**config.mk**
```make
export PLATFORM = sky130hd
export DESIGN_NAME = instr_encoder
export DESIGN_NICKNAME = d
export VERILOG_FILES = /design/src/rtl/instr_encoder.sv
export SDC_FILE = /design/constraint.sdc
export NUM_CORES = 1
export LEC_CHECK = 0
export CAP_MARGIN = 15
export CELL_PAD_IN_SITES_DETAIL_PLACEMENT = 1
export CELL_PAD_IN_SITES_GLOBAL_PLACEMENT = 2
export CORE_ASPECT_RATIO = 1.1
export CORE_UTILIZATION = 28
export DETAILED_ROUTE_END_ITERATION = 16
export PLACE_DENSITY_LB_ADDON = 0.1
export SYNTH_ARGS = -nofsm -noshare
export SYNTH_HDL_FRONTEND = slang
export SYNTH_SLANG_ARGS = --single-unit
```
**constraint.sdc**
```tcl
create_clock -name clk -period 3.6 [get_ports clk]
set_input_delay 0.72 -clock clk [delete_from_list [all_inputs] [get_ports clk]]
set_output_delay 0.72 -clock clk [all_outputs]
set_load 0.01 [all_outputs]
```
**src/rtl/instr_encoder.sv**
```systemverilog
// RV32I instruction encoder: packs instruction fields into 32-bit words and streams them
// with sequential byte addresses through a single registered valid/ready output stage.
module instr_encoder #(
    parameter logic [31:0] BASE_ADDR = 32'h0000_0000,
    parameter int          ERR_W     = 8
) (
    input  logic             clk,
    input  logic             rst,
    input  logic             restart,
    input  logic             in_valid,
    output logic             in_ready,
    input  logic [3:0]       op_sel,
    input  logic [4:0]       rd,
    input  logic [4:0]       rs1,
    input  logic [4:0]       rs2,
    input  logic [2:0]       func3,
    input  logic [6:0]       func7,
    input  logic [31:0]      imm,
    output logic             out_valid,
    input  logic             out_ready,
    output logic [31:0]      out_instr,
    output logic [31:0]      out_addr,
    output logic             out_illegal,
    output logic [ERR_W-1:0] err_cnt
);

    localparam logic [6:0]  OP_R      = 7'h33;
    localparam logic [6:0]  OP_I      = 7'h13;
    localparam logic [6:0]  OP_LOAD   = 7'h03;
    localparam logic [6:0]  OP_STORE  = 7'h23;
    localparam logic [6:0]  OP_BRANCH = 7'h63;
    localparam logic [6:0]  OP_JAL    = 7'h6F;
    localparam logic [6:0]  OP_JALR   = 7'h67;
    localparam logic [6:0]  OP_AUIPC  = 7'h17;
    localparam logic [6:0]  OP_LUI    = 7'h37;
    localparam logic [31:0] NOP       = 32'h0000_0013;

    logic        imm12_ok;
    logic        imm13_ok;
    logic        imm21_ok;
    logic        illegal;
    logic [31:0] word;
    logic [31:0] enc_instr;
    logic        accept;
    logic        handshake;

    // An immediate fits N signed bits when every bit from N-1 upward equals the sign bit.
    assign imm12_ok = (imm[31:11] == '0) || (imm[31:11] == '1);
    assign imm13_ok = (imm[31:12] == '0) || (imm[31:12] == '1);
    assign imm21_ok = (imm[31:20] == '0) || (imm[31:20] == '1);

    always_comb begin
        illegal = 1'b0;
        word    = NOP;
        case (op_sel)
            4'd0: begin
                illegal = !((func7 == 7'h00) ||
                            (func7 == 7'h20 && (func3 == 3'd0 || func3 == 3'd5)));
                word    = {func7, rs2, rs1, func3, rd, OP_R};
            end
            4'd1: begin
                if (func3 == 3'd1 || func3 == 3'd5) begin
                    illegal = (func3 == 3'd1) ? (func7 != 7'h00)
                                              : !(func7 == 7'h00 || func7 == 7'h20);
                    word    = {func7, imm[4:0], rs1, func3, rd, OP_I};
                end else begin
                    illegal = !imm12_ok;
                    word    = {imm[11:0], rs1, func3, rd, OP_I};
                end
            end
            4'd2: begin
                illegal = (func3 == 3'd3) || (func3 == 3'd6) || (func3 == 3'd7) || !imm12_ok;
                word    = {imm[11:0], rs1, func3, rd, OP_LOAD};
            end
            4'd3: begin
                illegal = (func3 > 3'd2) || !imm12_ok;
                word    = {imm[11:5], rs2, rs1, func3, imm[4:0], OP_STORE};
            end
            4'd4: begin
                illegal = (func3 == 3'd2) || (func3 == 3'd3) || !imm13_ok || imm[0];
                word    = {imm[12], imm[10:5], rs2, rs1, func3, imm[4:1], imm[11], OP_BRANCH};
            end
            4'd5: begin
                illegal = !imm21_ok || imm[0];
                word    = {imm[20], imm[10:1], imm[11], imm[19:12], rd, OP_JAL};
            end
            4'd6: begin
                illegal = !imm12_ok;
                word    = {imm[11:0], rs1, 3'b000, rd, OP_JALR};
            end
            4'd7:    word    = {imm[31:12], rd, OP_AUIPC};
            4'd8:    word    = {imm[31:12], rd, OP_LUI};
            default: illegal = 1'b1;
        endcase
        enc_instr = illegal ? NOP : word;
    end

    assign in_ready  = !restart && (!out_valid || out_ready);
    assign accept    = in_valid && in_ready;
    assign handshake = out_valid && out_ready;

    // out_addr advances on every completed handshake, so it already points at the next
    // slot when a word is accepted; restart overrides any handshake in the same cycle.
    always_ff @(posedge clk or posedge rst) begin
        if (rst) begin
            out_valid   <= 1'b0;
            out_instr   <= '0;
            out_addr    <= BASE_ADDR;
            out_illegal <= 1'b0;
            err_cnt     <= '0;
        end else if (restart) begin
            out_valid   <= 1'b0;
            out_illegal <= 1'b0;
            out_addr    <= BASE_ADDR;
        end else begin
            if (handshake) begin
                out_addr <= out_addr + 32'd4;
            end
            if (accept) begin
                out_valid   <= 1'b1;
                out_instr   <= enc_instr;
                out_illegal <= illegal;
                if (illegal && (err_cnt != '1)) begin
                    err_cnt <= err_cnt + ERR_W'(1);
                end
            end else if (handshake) begin
                out_valid <= 1'b0;
            end
        end
    end

endmodule

```
**Word-level counts from Yosys, hierarchy flattened**

Index checks and enable logic that the tools add are counted.

- Flip-flop bits (word level): 74
- Input port bits: 66
- Logic and storage cells: 82

- Add/subtract/negate cells: 2
- Order comparisons: 1
- Equality and inequality tests: 19
- Multiplexer cells: 13
- Bitwise logic cells: 1
- Reductions and logical operators: 41

Operators with widths:

| operator | count |
|---|---|
| $pmux W32 S9 | 1 |
| $mux W32 | 4 |
| $add A32 B3 Y32 const B | 1 |
| $eq A21 B21 Y1 const B | 1 |
| $logic_not A21 Y1 | 1 |
| $eq A20 B20 Y1 const B | 1 |
| $logic_not A20 Y1 | 1 |
| $eq A4 B3 Y1 const B | 4 |
| $logic_or A1 B1 Y1 | 16 |
| $eq A12 B12 Y1 const B | 1 |
| $logic_not A12 Y1 | 1 |
| $eq A3 B3 Y1 const B | 3 |
| $add A8 B1 Y8 const B | 1 |
| $eq A4 B2 Y1 const B | 2 |
| $ne A8 B8 Y1 const B | 1 |
| $pmux W1 S8 | 1 |
| $eq A7 B6 Y1 const B | 1 |
| $logic_not A1 Y1 | 7 |
| $logic_not A7 Y1 | 1 |
| $mux W1 | 7 |
| $reduce_bool A7 Y1 | 1 |
| $eq A3 B2 Y1 const B | 2 |
| $logic_and A1 B1 Y1 | 5 |
| $eq A4 B1 Y1 const B | 1 |
| other kinds (11) | 12 |

**Depth between registers and ports, before layout**

- Word-level depth: 8
- Mapped depth: 12
- Depth with buffers taken out: 8

**Worst setup path before layout**

OpenSTA, ideal clock, no wires.

- Kind: input -> register
- Start: input restart
- End: register out_addr[29]
- Library setup time: 132 ps
- Data arrival time: 2441 ps
- Data required time: 3468 ps
- Path slack: 1027 ps
- Stages on the path: 10
- Buffers on the path: 2
- Cells stage by stage: buf_4 a21oi_2 nor3b_2 or3b_4 or3_1 buf_6 nor2_4 and3_1 xnor2_1 nor2_1

- Cells in the longest elaborated chain, start to end: 1

RTL lines:

| what | RTL line | RTL |
|---|---|---|
| from (decl) | 9 | `input logic restart,` |
| $mux W32 or $reduce_bool A2 Y1 (tied branches) | -- |  |
| to (signal assigned) | 117 | `out_addr <= out_addr + 32'd4;` |
| to (decl) | 22 | `output logic [31:0] out_addr,` |

Parallel ways exist; a longest one is shown, timed or not.
A chain may end at the register's enable or synchronous reset.

**Final worst setup path**

- Start: input imm[15]
- End: register out_instr[14]

- Cells in the longest elaborated chain, start to end: 7

RTL lines:

| what | RTL line | RTL |
|---|---|---|
| from (decl) | 18 | `input logic [31:0] imm,` |
| $eq A20 B20 Y1 or $logic_not A20 Y1 (tied branches) | 49 | `assign imm13_ok = (imm[31:12] == '0) \|\| (imm[31:12] == '1);` |
| $logic_or A1 B1 Y1 | 49 |  |
| $logic_not A1 Y1 | 80 | `illegal = (func3 == 3'd2) \|\| (func3 == 3'd3) \|\| !imm13_ok \|\| imm[0];` |
| $logic_or A1 B1 Y1 (2 in a row) | 80 |  |
| $pmux W1 S8 (*) | 55 | `case (op_sel)` |
| $mux W32 (*) | 95 | `enc_instr = illegal ? NOP : word;` |
| to (signal assigned) | 121 | `out_instr <= enc_instr;` |
| to (decl) | 21 | `output logic [31:0] out_instr,` |

Mark *: on every way between the ends. The rest lies on a longest branch, timed or not.

==> results.py <==
metrics = {
    "status": {
        "outcome": "complete, no violations",
    },
    "synthesis": {
        "yosysUniqueCellTypes": 57,
        "synthAdderAreaFrac_pct": 0.581,
        "post-synth-top-count-cell": "nand2_1",
        "synth_top_family_by_area": "simple AND/OR/NAND/NOR gates",
        "synth_xor_area_share_pct": 5.69,
        "synth-compound-area-share_pct": 20.7,
        "synth.area.mux_share_pct": 0.523,
        "ys_top_cells_by_count": "80 x nand2_1, 71 x dfrtp_1, 44 x a21oi_1",
        "netlist.area_leader.share_pct": 41.3,
        "synth-seq-cells": 71,
        "synth.top_cells.by_area": "dfrtp_1 41%, nand2_1 7.0%, a21oi_1 5.1%, xor2_1 4.1%, nor2_1 3.7%",
        "synth-simple-area-share_pct": 26.7,
        "ys.flop_type": "dfrtp_1",
        "syn_area_per_cell_um2": 8.33,
        "ys_seq_area_share_pct": 41.3,
        "yosys.area.top_type": "dfrtp_1",
        "syn_inst": 517,
        "async_reset_ff_share_pct": 100,
        "yosysWarningCount": 0,
        "synth_edf_count": 0,
        "synth_area_mm2": 0.00431,
    },
    "cts": {
        "cts_setup_buffers": 0,
        "worstSkewPairLatency_ns": 0.33,
        "cts_root_buf": "clkbuf_16",
        "clkSinkCount": 71,
        "cts_resized": 0,
        "htreeDepth": 3,
        "clk_pin_slew_ns": 0.06,
        "numCtsBuffers": 9,
        "cts_tree": "done",
        "cts-hold-fix-buffers": 0,
        "cts_max_path_buffers": 2,
    },
    "place": {
        "dp_hpwl_mm": 11.3,
        "placed_cells": 834,
        "gp_congestion": 0.846,
        "port_buffers": 138,
    },
    "worst_setup_path": {
        "reg2reg_depth": 8,
        "crit_chain": "clkdlybuf4s50_1 > or4_1 > nor2_1 > nand3b_1 > a21boi_0 > o221a_2 > and3_1 > buf_4 > nand2_1 > o21ai_1",
        "worstPathArrival_ns": 3.28,
        "cp_max_fo": 12,
        "critPathLaunchType": "primary input",
        "cp_data_required_time_ns": 3.85,
        "crit_type": "in -> reg",
        "crit_path_max_incr_delay_ns": 0.56,
        "worst-path-stages": 10,
        "slowest_stage": "or4_1",
        "timing.rr.start": "out_addr[6]$_DFFE_PP0N_",
        "crit_start": "imm[15]",
        "r2r-end": "out_addr[30]$_DFFE_PP0N_",
        "regToRegSetupSlack_ns": 1.12,
        "path_delay_family": "simple AND/OR/NAND/NOR gates",
        "cp-end-kind": "flip-flop",
        "cp.buffers_inverters": 2,
        "endpoint": "out_instr[14]$_DFFE_PP0P_",
    },
    "final_layout": {
        "num-nets-final": 717,
        "area_delta_synth_final_pct": 44.3,
        "final_cells": 850,
        "drive_gt1_share_pct": 6.57,
        "n_antenna_cell": 0,
    },
    "routing": {
        "vias": 4361,
        "avgRoutedWirePerCell_um": 17.3,
        "wirelength_mm": 14.7,
        "drtAntennaViolNets": 0,
        "first_iter_violations": 288,
        "drtPass1Iterations": 4,
        "viasPerCell": 5.13,
        "route.detailed.drc": 0,
    },
    "floorplan": {
        "io_pins": 141,
        "die_h_um": 132,
        "die_w_um": 120,
        "row_count": 47,
        "coreArea_mm2": 0.0151,
        "start_util_pct": 28.6,
        "dieArea_mm2": 0.0159,
    },
    "pwr": {
        "p_sw_share_pct": 27.8,
        "leakage_nw": 2.41,
        "power.density_mw_per_mm2": 373,
        "switching_power_w": 0.000644,
        "power_frac_seq_pct": 39.9,
        "p_comb_share_pct": 22.6,
        "internal-power_w": 0.00168,
        "ir_drop_uv": 182,
        "p_clk_share_pct": 37.6,
    },
    "sta": {
        "setup_violations": 0,
        "fmax_mhz": 331,
        "finClkSkew_ns": 0.00501,
        "fin_crit_ns": 3.03,
        "drv_slew": 0,
        "hold_violations": 0,
        "maxSlewHeadroom_pct": 49.3,
        "rsz0062_at_grt": "no",
        "hold-worst-slack_ns": 0.475,
        "setup_tns_ns": 0,
        "worstMarginPinSlew_ns": 0.754,
        "final.period_utilization_pct": 84.0,
    },
    "global_routing": {
        "antenna_found_initial": 0,
        "grt_pass1_vias": 4517,
        "grt_pass1_wl_mm": 23.9,
        "grt_overflow_total": 0,
        "grt_max_degree": 64,
        "gr-usage-all-layers_pct": 18.9,
    },
    "hold_path": {
        "min_path_type": "reg -> reg",
    },
    "flow_run": {
        "max-cap-violations": 0,
    },
}
-- layout by cell type, fill, tap and decap left out, drive strengths merged, types with 2 or more instances in the layout --
master,n
nand4b,2
a222oi,7
nand2,80
a221oi,8
o31ai,18
xor2,20
and2,4
nor4,3
buf,18
nor2b,23
mux2,2
clkbuf,12
nor2,45
dfrtp,71
conb,2
and3,6
clkdlybuf4s50,138
inv,8
or4,4
o22ai,8
nand3b,2
nor3b,3
nand2b,9
or3,10
o21ai,29
a2bb2oi,2
or2,2
a211oi,4
clkinv,3
a22oi,2
nor3,7
a21oi,45
a311oi,5
nand4,15
xnor2,8
nand3,14
ha,2
-- metrics by stage --
step	worst slack (ns)	utilization [%]	instance area, µm²	power [W]
final	0.575	41.3	6220	0.00232
after global routing	0.369	41.3	6220	0.00243
after CTS	0.579	41.3	6220	0.00236
after detailed placement	0.215	39.4	5920	0.00147
after global placement	0.285	39.4	5920	0.00146
after floorplan	1.03	-	4310	0.00116
-- cell type report --
cell class                 count  area, µm²
clock inverter                 4       45.0
fill                        1815       8840
clock buffer                  12        246
inverter                       8       30.0
multi-input combinational    403       2340
sequential                    71       1780
tap                          196        245
timing repair buffer         156       1530
-- tightest hold or removal path: cells and delay by family, from the launching register on --
kind	cells	cell delay, ns
flip-flops	1	0.34
AO/OA/AOI/OAI	1	0.05
AND/OR/NAND/NOR	1	0.05
-- metal layers --
| metal | track usage [%] | routed length, µm | vias to the layer above |
|---|---|---|---|
| li1 | - | - | 2117 |
| met1 | 25.2 | 6640 | 2093 |
| met2 | 31.2 | 7150 | 131 |
| met3 | 2.51 | 600 | 20 |
| met4 | 7.00 | 291 | 0 |
| met5 | 0 | 0 | - |
-- power groups by stage --
stage                     Sequential, W  Combinational, W  Clock (W)
after global placement         0.000938          0.000520          0
after detailed placement       0.000941          0.000531          0
final                          0.000925          0.000524   0.000872
after global routing           0.000936          0.000571   0.000922
after floorplan                0.000951          0.000207          0
after CTS                      0.000928          0.000532   0.000898
-- worst min-delay path by stage --
stage | startpoint | endpoint | slack, ns | cells past startpoint
6_report | out_instr[30]$_DFFE_PP0P_ | out_instr[30]$_DFFE_PP0P_ | 0.47 | 2
4_1_cts | out_instr[30]$_DFFE_PP0P_ | out_instr[30]$_DFFE_PP0P_ | 0.48 | 2
3_3_place_gp | out_instr[29]$_DFFE_PP0P_ | out_instr[29]$_DFFE_PP0P_ | 0.46 | 2
3_5_place_dp | out_instr[30]$_DFFE_PP0P_ | out_instr[30]$_DFFE_PP0P_ | 0.47 | 2
5_1_grt | out_instr[9]$_DFFE_PP0P_ | out_instr[9]$_DFFE_PP0P_ | 0.52 | 2
2_1_floorplan | err_cnt[5]$_DFFE_PP0P_ | err_cnt[5]$_DFFE_PP0P_ | 0.51 | 1
-- registers in the layout, summed over array words and instances (netlist names) --
register and cells:
err_cnt 8, out_valid 1, out_instr 31, out_addr 30
out_illegal 1
-- cell families after synthesis --
family / count (synthesis)
DFF: 71
buffers and inverters: 44
adders and majority gates: 2
other: 1
xor gates and xnor gates: 28
muxes: 2
AOI/OAI and AO/OA: 138
and+or+nand+nor: 231
Power figures use the tool's default switching activity.
